--- src/rtl/serial_mult_pkg.sv ---
// Shared definitions for the serial multiplier datapath.
//   - state_t : transmitter FSM states
//   - field_t : order of fields within a serial frame, shared with the
//               downstream multiply stage
//   - DEF_*   : default operand width, length-field width and gap length
package serial_mult_pkg;

    localparam int DEF_OPW  = 32;
    localparam int DEF_LENW = 8;
    localparam int DEF_GAP  = 2;

    typedef enum logic [2:0] {
        ST_IDLE,
        ST_START,
        ST_LEN,
        ST_MPL,
        ST_MCD,
        ST_PAR,
        ST_GAP
    } state_t;

    // Field order on the wire after the start cycle.
    typedef enum logic [1:0] {
        FLD_LEN = 2'd0,
        FLD_MPL = 2'd1,
        FLD_MCD = 2'd2,
        FLD_PAR = 2'd3
    } field_t;

endpackage

--- src/rtl/piso_shreg.sv ---
// Parallel-in serial-out shift register, shifting right with the LSB as
// the serial output.
//   clk, rst : clock, asynchronous active-low reset
//   load     : capture din (has priority over shift)
//   shift    : shift right by one, zero fill at the MSB
//   din      : parallel load value
//   lsb      : current serial bit (register bit 0)
module piso_shreg #(
    parameter int W = 8
) (
    input  logic         clk,
    input  logic         rst,
    input  logic         load,
    input  logic         shift,
    input  logic [W-1:0] din,
    output logic         lsb
);

    logic [W-1:0] sr;

    always_ff @(posedge clk or negedge rst) begin
        if (!rst) begin
            sr <= '0;
        end else if (load) begin
            sr <= din;
        end else if (shift) begin
            sr <= {1'b0, sr[W-1:1]};
        end
    end

    assign lsb = sr[0];

endmodule

--- src/rtl/serial_operand_tx.sv ---
// Serial operand transmitter: accepts one (length, multiplier,
// multiplicand) set per valid/ready handshake and sends it as a framed
// bit-serial stream: start, length, multiplier[L-1:0], multiplicand,
// optional parity, inter-frame gap.
//
// Optional feature macro: SERIAL_PARITY_EN (adds a 1-cycle even-parity
// bit after the multiplicand; frame_done moves to that cycle).
//
// Ports:
//   clk, rst    : clock, asynchronous active-low reset
//   in_valid    : operand set valid
//   in_ready    : can accept this cycle (high only in IDLE)
//   in_length   : multiplier bit count, clamped to OPW
//   in_mplier   : multiplier
//   in_mcand    : multiplicand
//   ser_ctrl    : frame start strobe
//   ser_data    : serial data bit
//   busy        : frame (including gap) in progress
//   frame_done  : pulse on the last field bit
//   len_err     : sticky, set when a length was clamped
//
// state    | meaning
// ST_IDLE  | waiting for an operand set
// ST_START | start cycle, ser_ctrl high
// ST_LEN   | length field, LENW bits LSB first
// ST_MPL   | multiplier, L bits LSB first (skipped when L == 0)
// ST_MCD   | multiplicand, OPW bits LSB first
// ST_PAR   | even parity over all field bits (SERIAL_PARITY_EN only)
// ST_GAP   | idle gap, GAP cycles
module serial_operand_tx
    import serial_mult_pkg::*;
#(
    parameter int OPW  = DEF_OPW,
    parameter int LENW = DEF_LENW,
    parameter int GAP  = DEF_GAP
) (
    input  logic            clk,
    input  logic            rst,
    input  logic            in_valid,
    output logic            in_ready,
    input  logic [LENW-1:0] in_length,
    input  logic [OPW-1:0]  in_mplier,
    input  logic [OPW-1:0]  in_mcand,
    output logic            ser_ctrl,
    output logic            ser_data,
    output logic            busy,
    output logic            frame_done,
    output logic            len_err
);

    localparam int CNTW = $clog2(OPW + 1);

    state_t          state, state_nxt;
    logic [CNTW-1:0] cnt, cnt_nxt;
    logic [CNTW-1:0] len_eff;
    logic [LENW-1:0] len_field;
    logic            accept, clamp;
    logic            len_bit, mpl_bit, mcd_bit;
    logic            shift_len, shift_mpl, shift_mcd;
    logic            ser_data_nxt, frame_done_nxt;
`ifdef SERIAL_PARITY_EN
    logic            par_acc;
`endif

    assign accept    = in_valid & in_ready;
    assign clamp     = in_length > LENW'(OPW);
    assign len_field = clamp ? LENW'(OPW) : in_length;

    piso_shreg #(.W(LENW)) u_len_sr (
        .clk(clk), .rst(rst), .load(accept), .shift(shift_len),
        .din(len_field), .lsb(len_bit)
    );

    piso_shreg #(.W(OPW)) u_mpl_sr (
        .clk(clk), .rst(rst), .load(accept), .shift(shift_mpl),
        .din(in_mplier), .lsb(mpl_bit)
    );

    piso_shreg #(.W(OPW)) u_mcd_sr (
        .clk(clk), .rst(rst), .load(accept), .shift(shift_mcd),
        .din(in_mcand), .lsb(mcd_bit)
    );

    // cnt holds the cycles remaining in the current field minus one;
    // a field ends on its terminal count of zero.
    always_comb begin
        state_nxt = state;
        cnt_nxt   = cnt;
        case (state)
            ST_IDLE: begin
                if (accept) state_nxt = ST_START;
            end
            ST_START: begin
                state_nxt = ST_LEN;
                cnt_nxt   = CNTW'(LENW - 1);
            end
            ST_LEN: begin
                if (cnt == '0) begin
                    if (len_eff == '0) begin
                        state_nxt = ST_MCD;
                        cnt_nxt   = CNTW'(OPW - 1);
                    end else begin
                        state_nxt = ST_MPL;
                        cnt_nxt   = len_eff - CNTW'(1);
                    end
                end else begin
                    cnt_nxt = cnt - CNTW'(1);
                end
            end
            ST_MPL: begin
                if (cnt == '0) begin
                    state_nxt = ST_MCD;
                    cnt_nxt   = CNTW'(OPW - 1);
                end else begin
                    cnt_nxt = cnt - CNTW'(1);
                end
            end
            ST_MCD: begin
                if (cnt == '0) begin
`ifdef SERIAL_PARITY_EN
                    state_nxt = ST_PAR;
`else
                    if (GAP == 0) begin
                        state_nxt = ST_IDLE;
                    end else begin
                        state_nxt = ST_GAP;
                        cnt_nxt   = CNTW'(GAP - 1);
                    end
`endif
                end else begin
                    cnt_nxt = cnt - CNTW'(1);
                end
            end
`ifdef SERIAL_PARITY_EN
            ST_PAR: begin
                if (GAP == 0) begin
                    state_nxt = ST_IDLE;
                end else begin
                    state_nxt = ST_GAP;
                    cnt_nxt   = CNTW'(GAP - 1);
                end
            end
`endif
            ST_GAP: begin
                if (cnt == '0) state_nxt = ST_IDLE;
                else           cnt_nxt   = cnt - CNTW'(1);
            end
            default: begin
                state_nxt = ST_IDLE;
            end
        endcase
    end

    // Outputs are registered from the next-state decode so they line up
    // with the state they describe; each shift register advances as its
    // current LSB is moved into ser_data.
    always_comb begin
        shift_len    = (state_nxt == ST_LEN);
        shift_mpl    = (state_nxt == ST_MPL);
        shift_mcd    = (state_nxt == ST_MCD);
        ser_data_nxt = 1'b0;
        case (state_nxt)
            ST_LEN:  ser_data_nxt = len_bit;
            ST_MPL:  ser_data_nxt = mpl_bit;
            ST_MCD:  ser_data_nxt = mcd_bit;
`ifdef SERIAL_PARITY_EN
            ST_PAR:  ser_data_nxt = par_acc;
`endif
            default: ser_data_nxt = 1'b0;
        endcase
`ifdef SERIAL_PARITY_EN
        frame_done_nxt = (state_nxt == ST_PAR);
`else
        frame_done_nxt = (state_nxt == ST_MCD) && (cnt_nxt == '0);
`endif
    end

    always_ff @(posedge clk or negedge rst) begin
        if (!rst) begin
            state      <= ST_IDLE;
            cnt        <= '0;
            len_eff    <= '0;
            len_err    <= 1'b0;
            in_ready   <= 1'b1;
            ser_ctrl   <= 1'b0;
            ser_data   <= 1'b0;
            busy       <= 1'b0;
            frame_done <= 1'b0;
        end else begin
            state      <= state_nxt;
            cnt        <= cnt_nxt;
            in_ready   <= (state_nxt == ST_IDLE);
            ser_ctrl   <= (state_nxt == ST_START);
            ser_data   <= ser_data_nxt;
            busy       <= (state_nxt != ST_IDLE);
            frame_done <= frame_done_nxt;
            if (accept) begin
                len_eff <= clamp ? CNTW'(OPW) : CNTW'(in_length);
                if (clamp) len_err <= 1'b1;
            end
        end
    end

`ifdef SERIAL_PARITY_EN
    always_ff @(posedge clk or negedge rst) begin
        if (!rst) begin
            par_acc <= 1'b0;
        end else if (accept) begin
            par_acc <= 1'b0;
        end else if (shift_len | shift_mpl | shift_mcd) begin
            par_acc <= par_acc ^ ser_data_nxt;
        end
    end
`endif

endmodule

--- config.mk ---
export PLATFORM = sky130hd
export DESIGN_NAME = serial_operand_tx
export DESIGN_NICKNAME = d
export VERILOG_FILES = /design/src/rtl/serial_mult_pkg.sv /design/src/rtl/piso_shreg.sv /design/src/rtl/serial_operand_tx.sv
export SDC_FILE = /design/constraint.sdc
export NUM_CORES = 1
export LEC_CHECK = 0
export CORE_ASPECT_RATIO = 2
export CORE_UTILIZATION = 50
export CTS_CLUSTER_DIAMETER = 50
export DETAILED_ROUTE_END_ITERATION = 10
export GPL_TIMING_DRIVEN = 0
export HOLD_SLACK_MARGIN = 0.03
export PLACE_DENSITY = 0.86
export SYNTH_ARGS = -nofsm -noshare
export SYNTH_HDL_FRONTEND = slang
export SYNTH_SLANG_ARGS = --single-unit
--- constraint.sdc ---
create_clock -name clk -period 4.3 [get_ports clk]
set_clock_uncertainty 0.2 [all_clocks]
set_input_delay 0.86 -clock clk [delete_from_list [all_inputs] [get_ports clk]]
set_output_delay 0.86 -clock clk [all_outputs]
set_load 0.05 [all_outputs]
# Word level (Yosys, flattened, before mapping)
# Cells that the tools add are included.
# totals
mem_bits_ro	0
input_bits	75
reg_bits	93
wordCells	58
output_inout_bits	6
mem_count	0
latch_bits	0
mem_bits_rw	0
# op_classes
div	0
bitwise_logic	1
magnitude_cmp	1
addsub	2
multipliers	0
n_eq_ne	9
n_shift	0
reduce_logical	11
mux	22
# ops
operator	n
$mux 32	4
$mux 6	6
$pmux 6 s5	1
$mux 8	3
$logic_not 6->1	3
$mux 3	6
$pmux 3 s6	1
$eq 3x2->1 const B	4
$sub 6x1->6 const B	2
$eq 3x3->1 const B	3
$gt 8x6->1 const B	1
$eq 3x1->1 const B	2
$logic_not 3->1	2
$reduce_bool 2->1	3
$pmux 1 s3	1
$reduce_bool 3->1	1
$reduce_and 2->1	1
$and 1x1->1	1
$logic_and 1x1->1	1

# Longest topological paths before layout
# Gate-level depths: netlist of run 1.
# logic_depth
ltp_word	7
mapped_depth	13

# By module
# From an unflattened synthesis of run 1, not the netlist that was laid out.
# hier_totals
cells_unflattened	479
hier_area_um2	4834.6
# by_module_without_submodules
module	area_per_inst_um2	cells_each	seq_area_each_um2	n_inst
piso_shreg (u_mcd_sr ...)	1515.2	139	800.8	2
serial_operand_tx	1435.1	167	526.8	1
piso_shreg (u_len_sr)	369.1	34	200.2	1

# Worst setup path before layout of run 1
# No wires, ideal clock.
# synth_path
kind	register -> register
startpoint	reg cnt[0]
endpoint	reg frame_done
n_path_buf	1
slack_ps	1466
period_less_slack_ps	2834
arrival_ps	2539
t_required_ps	4004
path_stages_with_launch	14
path_cell_list	dfrtp_1 > inv_1 > ha_1 > nor3b_4 > and2_1 > buf_6 > inv_4 > ha_1 > a21oi_1 > a21oi_1 > a2bb2oi_1 > o21a_1 > or4_4 > nor4_2
# synth_via
elab_chain_len	5
elab_cells_between_ends	15
classes_between	1 x add/sub; 1 x eq/ne; 10 x mux; 3 x reduce/logical
# synth_rtl
item	line_no	text
start: declaration	serial_operand_tx.sv:54	logic [CNTW-1:0] cnt, cnt_nxt;
start signal: assignment	serial_operand_tx.sv:191	cnt <= cnt_nxt;
$sub 6x1->6 / $logic_not 6->1 (equally long branches)	n/a	
$mux 6 (on tied branches)	n/a	
$pmux 6 s5 (*)	serial_operand_tx.sv:89	case (state)
via cnt_nxt[0]	serial_operand_tx.sv:54	
$logic_not 6->1 (*)	serial_operand_tx.sv:174	frame_done_nxt = (state_nxt == ST_MCD) && (cnt_nxt == '0);
$logic_and 1x1->1 (*)	serial_operand_tx.sv:174	
via frame_done_nxt	serial_operand_tx.sv:60	logic ser_data_nxt, frame_done_nxt;
end signal: assignment	serial_operand_tx.sv:196	frame_done <= frame_done_nxt;
end: declaration	serial_operand_tx.sv:47	output logic frame_done,
# The timed path passes the listed nets; every way through them passes the cells marked *.
# A chain may end at the register's enable or synchronous reset.

# Worst setup path in the final report of run 1
# Same ends and word-level chain as after synthesis.

==> results.tsv, run 1 <==
stage	metric	value	unit
synthesis	yosys.area.top_type	dfrtp_1	
die	io_pins	81	
worst_setup_path	critPathMaxFanout	9	
synthesis	synth_edf_count	0	
die	core	0.00895	mm²
pwr	leakage	0.00255	µW
cts	cts_tree	built	
pwr	power_density	626	mW/mm²
final_layout	finalNonFillerCells	659	
final_layout	nFillCells	721	
detailed_routing	postRouteAntennaNets	0	
global_route	antenna_found_initial	0	
die	num_rows	49	
place	portBuffers	80	
worst_setup_path	cp_slowest_cell	dfrtp_1	
synthesis	synth_cell_types	52	
die	initial_core_util	51.2	%
synthesis	syn_nets	540	
detailed_routing	firstDrtPassIters	6	
die	die_h	137	µm
die	die_area	0.00958	mm²
place	globalplace.congestion	0.874	
timing	finalCritPeriodShare	77.2	%
detailed_routing	wirelength	11000	µm
worst_setup_path	cp_slowest_stage_delay	0.45	ns
final_layout	area_growth	26.2	%
global_route	grt_pass1_wl	18200	µm
synthesis	synth_area_leaders	dfrtp_1 (50%), mux2i_1 (15%), o21ai_0 (8.0%), nand2_1 (6.6%), clkbuf_1 (1.6%)	
global_route	gr-total-overflow	0	
status	status	finished, final reports clean	
cts	post_cts_resized	0	
final_layout	mostFrequentLayoutCells	dfrtp_1 (92), nand2_1 (81), clkdlybuf4s50_1 (79)	
detailed_routing	drt-wirelength-per-cell	16.7	µm
pwr	vdd_drop_max	0.342	mV
timing	finalSetupViolations	0	
final_layout	final_nets	632	
final_layout	drive_gt1_share	6.10	%
timing	fmax	301	MHz
global_route	track_usage	24.6	%
final_layout	final_common_cell	dfrtp_1	
timing	rsz0062_at_grt	no	
job	maxCapViolations	0	
worst_setup_path	cp-startpoint	cnt[0]	
detailed_routing	vias	3721	
worst_setup_path	cp_cell_sequence	inv_1 -> ha_1 -> nor3b_4 -> and2_1 -> buf_6 -> inv_4 -> ha_1 -> a21oi_1 -> a21oi_1 -> a2bb2oi_1 -> o21a_1 -> or4_4 -> nor4_2	
timing	slew-limit-headroom	57.8	%
cts	clk_pin_slew	0.06	ns
worst_setup_path	endpoint_kind	flop	
worst_setup_path	cp.arrival	3.35	ns
synthesis	ys_seq_area_share	50.8	%
synthesis	syn-cell-area	0.00459	mm²
cts	cts.sinks	93	
timing	final-max-slew-violation-count	0	
timing	min_period	3.32	ns
synthesis	synth_top_area_share	50.2	%
cts	hold_buffers	0	
detailed_routing	via_per_inst	5.65	
die	die_x	69.7	µm
hold_path	hp-class	input port to async pin	
synthesis	ys_ff_latch	93	
synthesis	synthCells	462	
cts	clk_path_buf_depth	2	
timing	hold_viol_final	0	
place	dp.cells	645	
global_route	grt_max_degree	69	
synthesis	yosys_most_used_dff	dfrtp_1	
worst_setup_path	worst-setup-path-type	flop to flop	
pwr	power	3630	µW
cts	htree_num_levels	3	
cts	cts_made_buffers	9	
worst_setup_path	cp-start-kind	flop	
timing	tightest_slew	0.630	ns
global_route	grt_pass1_vias	3874	
place	dp_hpwl	8460	µm
synthesis	yosysWarnings	0	
synthesis	avgSynthCellArea	9.93	µm²
detailed_routing	drt_iter0_markers	233	
cts	post-cts-setup-buffers	0	
final_layout	num_antenna_cells	0	
detailed_routing	remaining_drc_errors	0	
final_layout	fin_util	64.7	%
cts	cts-root-buf	clkbuf_16	
cts	insertion_delay	0.33	ns
timing	fin_setup_tns	0	ns
worst_setup_path	crit_required	4.33	ns
synthesis	async_flop_share	100	%
worst_setup_path	r2r-start	cnt[0]	
[power breakdown]
group / leakage [µW] / internal, µW / switching, µW / total (µW)
clock: 0.000119 / 385 / 301 / 686
sequential: 0.00115 / 1270 / 250 / 1520
combinational: 0.00128 / 649 / 770 / 1420
total: 0.00255 / 2300 / 1320 / 3630
[layout make-up]
type	count	area, µm²	share of cell area [%]
multi-input combinational	330	2080	35.9
tap	102	128	2.20
timing repair buffer	81	826	14.3
clock buffer	12	236	4.09
clock inverter	2	12.5	0.216
inverter	10	40.0	0.692
sequential	93	2330	40.2
buffer	29	140	2.42
[kinds of logic (layout without fill, tap and decap cells)]
logic type	after synthesis	in the layout	synth area share, %
AOI/OAI and AO/OA	117	117	15.0
xor gates and xnor gates	4	4	0.764
adders and majority gates	3	3	0.819
buffers and inverters	39	134	3.93
DFF	93	93	50.8
muxes	70	70	15.3
and+or+nand+nor	136	136	13.4
[state kept, by name, summed over array words and instances (netlist names)]
name	flops
cnt	6
state	3
in_ready	1
u_len_sr.sr	8
u_mpl_sr.sr	32
len_eff	6
len_err	1
u_mcd_sr.sr	32
frame_done	1
busy	1
ser_ctrl	1
ser_data	1
[worst paths after layout]
| path | cells past startpoint | slack (ns) | endpoint |
|---|---|---|---|
| max | 13 | 0.98 | frame_done |
| min | 1 | 0.23 | cnt[4] |
| max reg2reg | 13 | 0.98 | frame_done |
| min reg2reg | 1 | 0.27 | len_err |
| max in group asynchronous | 2 | 3.04 | u_mpl_sr.sr[3] |
| min in group clk | 1 | 0.27 | len_err |
[per-layer routing]
metal	GRT usage, %	vias up	part of all wire [%]
li1	-	1795	-
met1	25.6	1804	36
met2	45.3	91	56
met3	4.46	31	2.8
met4	15.6	0	4.5
met5	0	-	0
[worst max-delay path, delay by kind of cell, from the launching register on]
kind / cells / cell delay, ns
simple gates: 4 / 1.19
fa+ha+maj: 2 / 0.50
flops: 1 / 0.45
compound gates: 4 / 0.55
buf+inv: 3 / 0.31
[Yosys cell counts (2+ instances only)]
| cell | count |
|---|---|
| o22ai_1 | 2 |
| nor4_1 | 2 |
| nand3_1 | 10 |
| ha_1 | 3 |
| nor2_1 | 17 |
| clkbuf_1 | 20 |
| buf_4 | 6 |
| xor2_1 | 2 |
| or2_2 | 2 |
| a211oi_1 | 2 |
| xnor2_1 | 2 |
| nand2_1 | 81 |
| nor3b_1 | 2 |
| a21o_1 | 4 |
| o211ai_1 | 3 |
| mux2i_1 | 70 |
| nor2b_1 | 5 |
| and2_1 | 3 |
| inv_1 | 9 |
| nor3_1 | 6 |
| dfrtp_1 | 92 |
| a21oi_1 | 12 |
| o21a_1 | 5 |
| o21ai_0 | 73 |
| a22oi_1 | 2 |
[through the flow]
stage | hold slack [ns] | worst slack, ns | cell area (µm²)
final | 0.231 | 0.981 | 5790
after global routing | 0.243 | 0.820 | 5790
after CTS | 0.233 | 0.996 | 5790
after detailed placement | 0.261 | 0.990 | 5540
after global placement | 0.261 | -0.980 | 5510
after floorplan | 0.266 | 1.47 | 4590
Note: power is estimated with default switching activity, not from simulation.
==> inputs of run 2 (changes only) <==
CORE_UTILIZATION = 48   (was 50)
PLACE_DENSITY = 0.87   (was 0.86)
clock period = 3 ns   (was 4.3 ns; I/O delays follow)
==> results.tsv, run 2 (synthesis gave the netlist of run 1 again) <==
stage	metric	value	unit
status	status	complete, but fails checks	
status	violations	design-rule violations	
cts	cts-root-buf	clkbuf_16	
cts	insertion_delay	0.35	ns
detailed_routing	firstDrtPassIters	7	
pwr	switchingPower	1960	µW
timing	min_period	2.86	ns
global_route	grt_pass1_vias	4120	
pwr	power_density	925	mW/mm²
worst_setup_path	cpLargestDelayFamily	simple AND/OR/NAND/NOR gates	
die	die_x	71.1	µm
die	core	0.00932	mm²
final_layout	area_growth	29.1	%
detailed_routing	drt-wirelength-per-cell	17.2	µm
worst_setup_path	crit_required	3.05	ns
place	dp.cells	647	
die	initial_core_util	49.2	%
final_layout	finalNonFillerCells	668	
cts	cts.sinks	93	
timing	finalCritPeriodShare	95.4	%
worst_setup_path	worst-setup-path-type	flop to flop	
pwr	swShare	35.8	%
place	dp_hpwl	8550	µm
final_layout	mostFrequentLayoutCells	dfrtp_1 (92), nand2_1 (81), clkdlybuf4s50_1 (79)	
place	portBuffers	80	
place	globalplace.congestion	0.924	
final_layout	largestRegisters	u_mcd_sr.sr (32), u_mpl_sr.sr (32), u_len_sr.sr (8)	
global_route	grt_max_degree	64	
timing	final-max-slew-violation-count	0	
worst_setup_path	cp.arrival	2.91	ns
die	io_pins	81	
worst_setup_path	cp_cell_sequence	inv_2 -> ha_4 -> nor3b_4 -> buf_4 -> buf_4 -> nand3_1 -> a211oi_2 -> a21oi_2 -> or4_4 -> nor4_2	
job	maxCapViolations	0	
timing	finalSetupViolations	0	
cts	cts_tree	built	
hold_path	hp-class	flop to flop	
detailed_routing	drt_iter0_markers	356	
worst_setup_path	cp_num_buf_inv	3	
timing	setup_slack	0.139	ns
place	post-place-ws	-0.206	ns
detailed_routing	remaining_drc_errors	3	
final_layout	final_common_cell	dfrtp_1	
pwr	power.share.combinational	38.6	%
worst_setup_path	path_common_cell	buf_4	
final_layout	num_antenna_cells	0	
final_layout	multi_input_area	0.00210	mm²
pwr	p_int	3510	µW
pwr	power_frac_seq	39.9	%
cts	htree_num_levels	3	
worst_setup_path	endpoint_kind	flop	
pwr	vdd_drop_max	0.483	mV
global_route	antenna_found_initial	0	
worst_setup_path	cp-start-kind	flop	
global_route	gr-total-overflow	0	
die	die_area	0.00997	mm²
timing	hold_viol_final	0	
cts	cts_made_buffers	9	
die	num_rows	50	
global_route	grt_pass1_wl	19100	µm
final_layout	fin_util	63.5	%
detailed_routing	vias	3838	
final_layout	nFillCells	745	
pwr	leakage	0.00260	µW
final_layout	drive_gt1_share	8.16	%
detailed_routing	wirelength	11500	µm
detailed_routing	via_per_inst	5.75	
timing	fmax	350	MHz
final_layout	final_nets	637	
worst_setup_path	cp_slowest_stage_delay	0.59	ns
die	die_h	140	µm
worst_setup_path	cp_slowest_cell	or4_4	
global_route	track_usage	25.3	%
timing	slew-limit-headroom	52.9	%
timing	tightest_slew	0.703	ns
cts	clk_path_buf_depth	2	
worst_setup_path	critPathMaxFanout	8	
cts	clk_pin_slew	0.06	ns
detailed_routing	postRouteAntennaNets	0	
timing	rsz0062_at_grt	no	
final_layout	regArea	0.00233	mm²
pwr	p_clk_share	21.5	%
timing	fin_setup_tns	0	ns
run 2: cell types whose count changed in the layout (fill, tap and decap cells not counted):
cell           delta
clkbuf_1          -2
inv_1             -2
dlygate4sd3_1     +1
clkbuf_8          +3
buf_4             +4
ha_1              -2
ha_4              +2
bufinv_16         +1
inv_2             +2
run 2: path summary, 6_finish.rpt:
kind	start	to	slack, ns	cells past startpoint
setup / recovery	cnt[1]	frame_done	0.14	10
setup reg to reg	cnt[1]	frame_done	0.14	10
max in group asynchronous	rst	in_ready	1.41	3
hold reg to reg	len_err	len_err	0.29	1
min in group asynchronous	rst	cnt[5]	0.53	2
hold / removal	len_err	len_err	0.29	1
run 2: metal layers:
metal  GRT usage, %  vias to the layer above  routed length, µm
li1               -                     1807                  -
met4           16.8                        0                638
met1           26.1                     1857               4070
met5              0                        -                  0
met3           4.03                       47                430
met2           45.7                      127               6380
run 2: power by group through the flow:
stage | Clock (µW) | Combinational, µW | Sequential, µW
after floorplan | 0 | 1460 | 2130
after global placement | 0 | 1940 | 2150
after detailed placement | 0 | 2030 | 2190
after CTS | 1190 | 2090 | 2170
after global routing | 1240 | 2350 | 2240
final | 1180 | 2110 | 2180
run 2: metrics by stage:
step                      instance area (µm²)  total power, µW  hold WS, ns
after detailed placement                 5540             4220        0.279
after floorplan                          4590             3580        0.104
after global placement                   5520             4090        0.265
final                                    5920             5470        0.290
after CTS                                5900             5450        0.296
after global routing                     5920             5830        0.321
run 2: area by class of cell:
type / instances / area share [%]
buffer: 29 / 2.37
clock buffer: 13 / 4.57
clock inverter: 3 / 0.719
inverter: 10 / 0.676
multi-input combinational: 330 / 35.5
sequential: 93 / 39.3
tap: 104 / 2.20
timing repair buffer: 86 / 14.6
run 2: timing repair:
action | CTS | global route
buffers inserted | 4 | 0
gates resized for setup | 1 | 4
hold buffers | 1 | 0
setup endpoints to repair | 1 | 1
pin swaps | 0 | 0
hold endpoints to repair | 30 | 0
run 2: worst reg2reg max path: cells and delay by family, from the launching register on:
family / cells / cell delay [ns]
simple gates: 4 / 1.14
buf+inv: 3 / 0.39
fa+ha+maj: 1 / 0.15
flops: 1 / 0.42
compound gates: 2 / 0.46
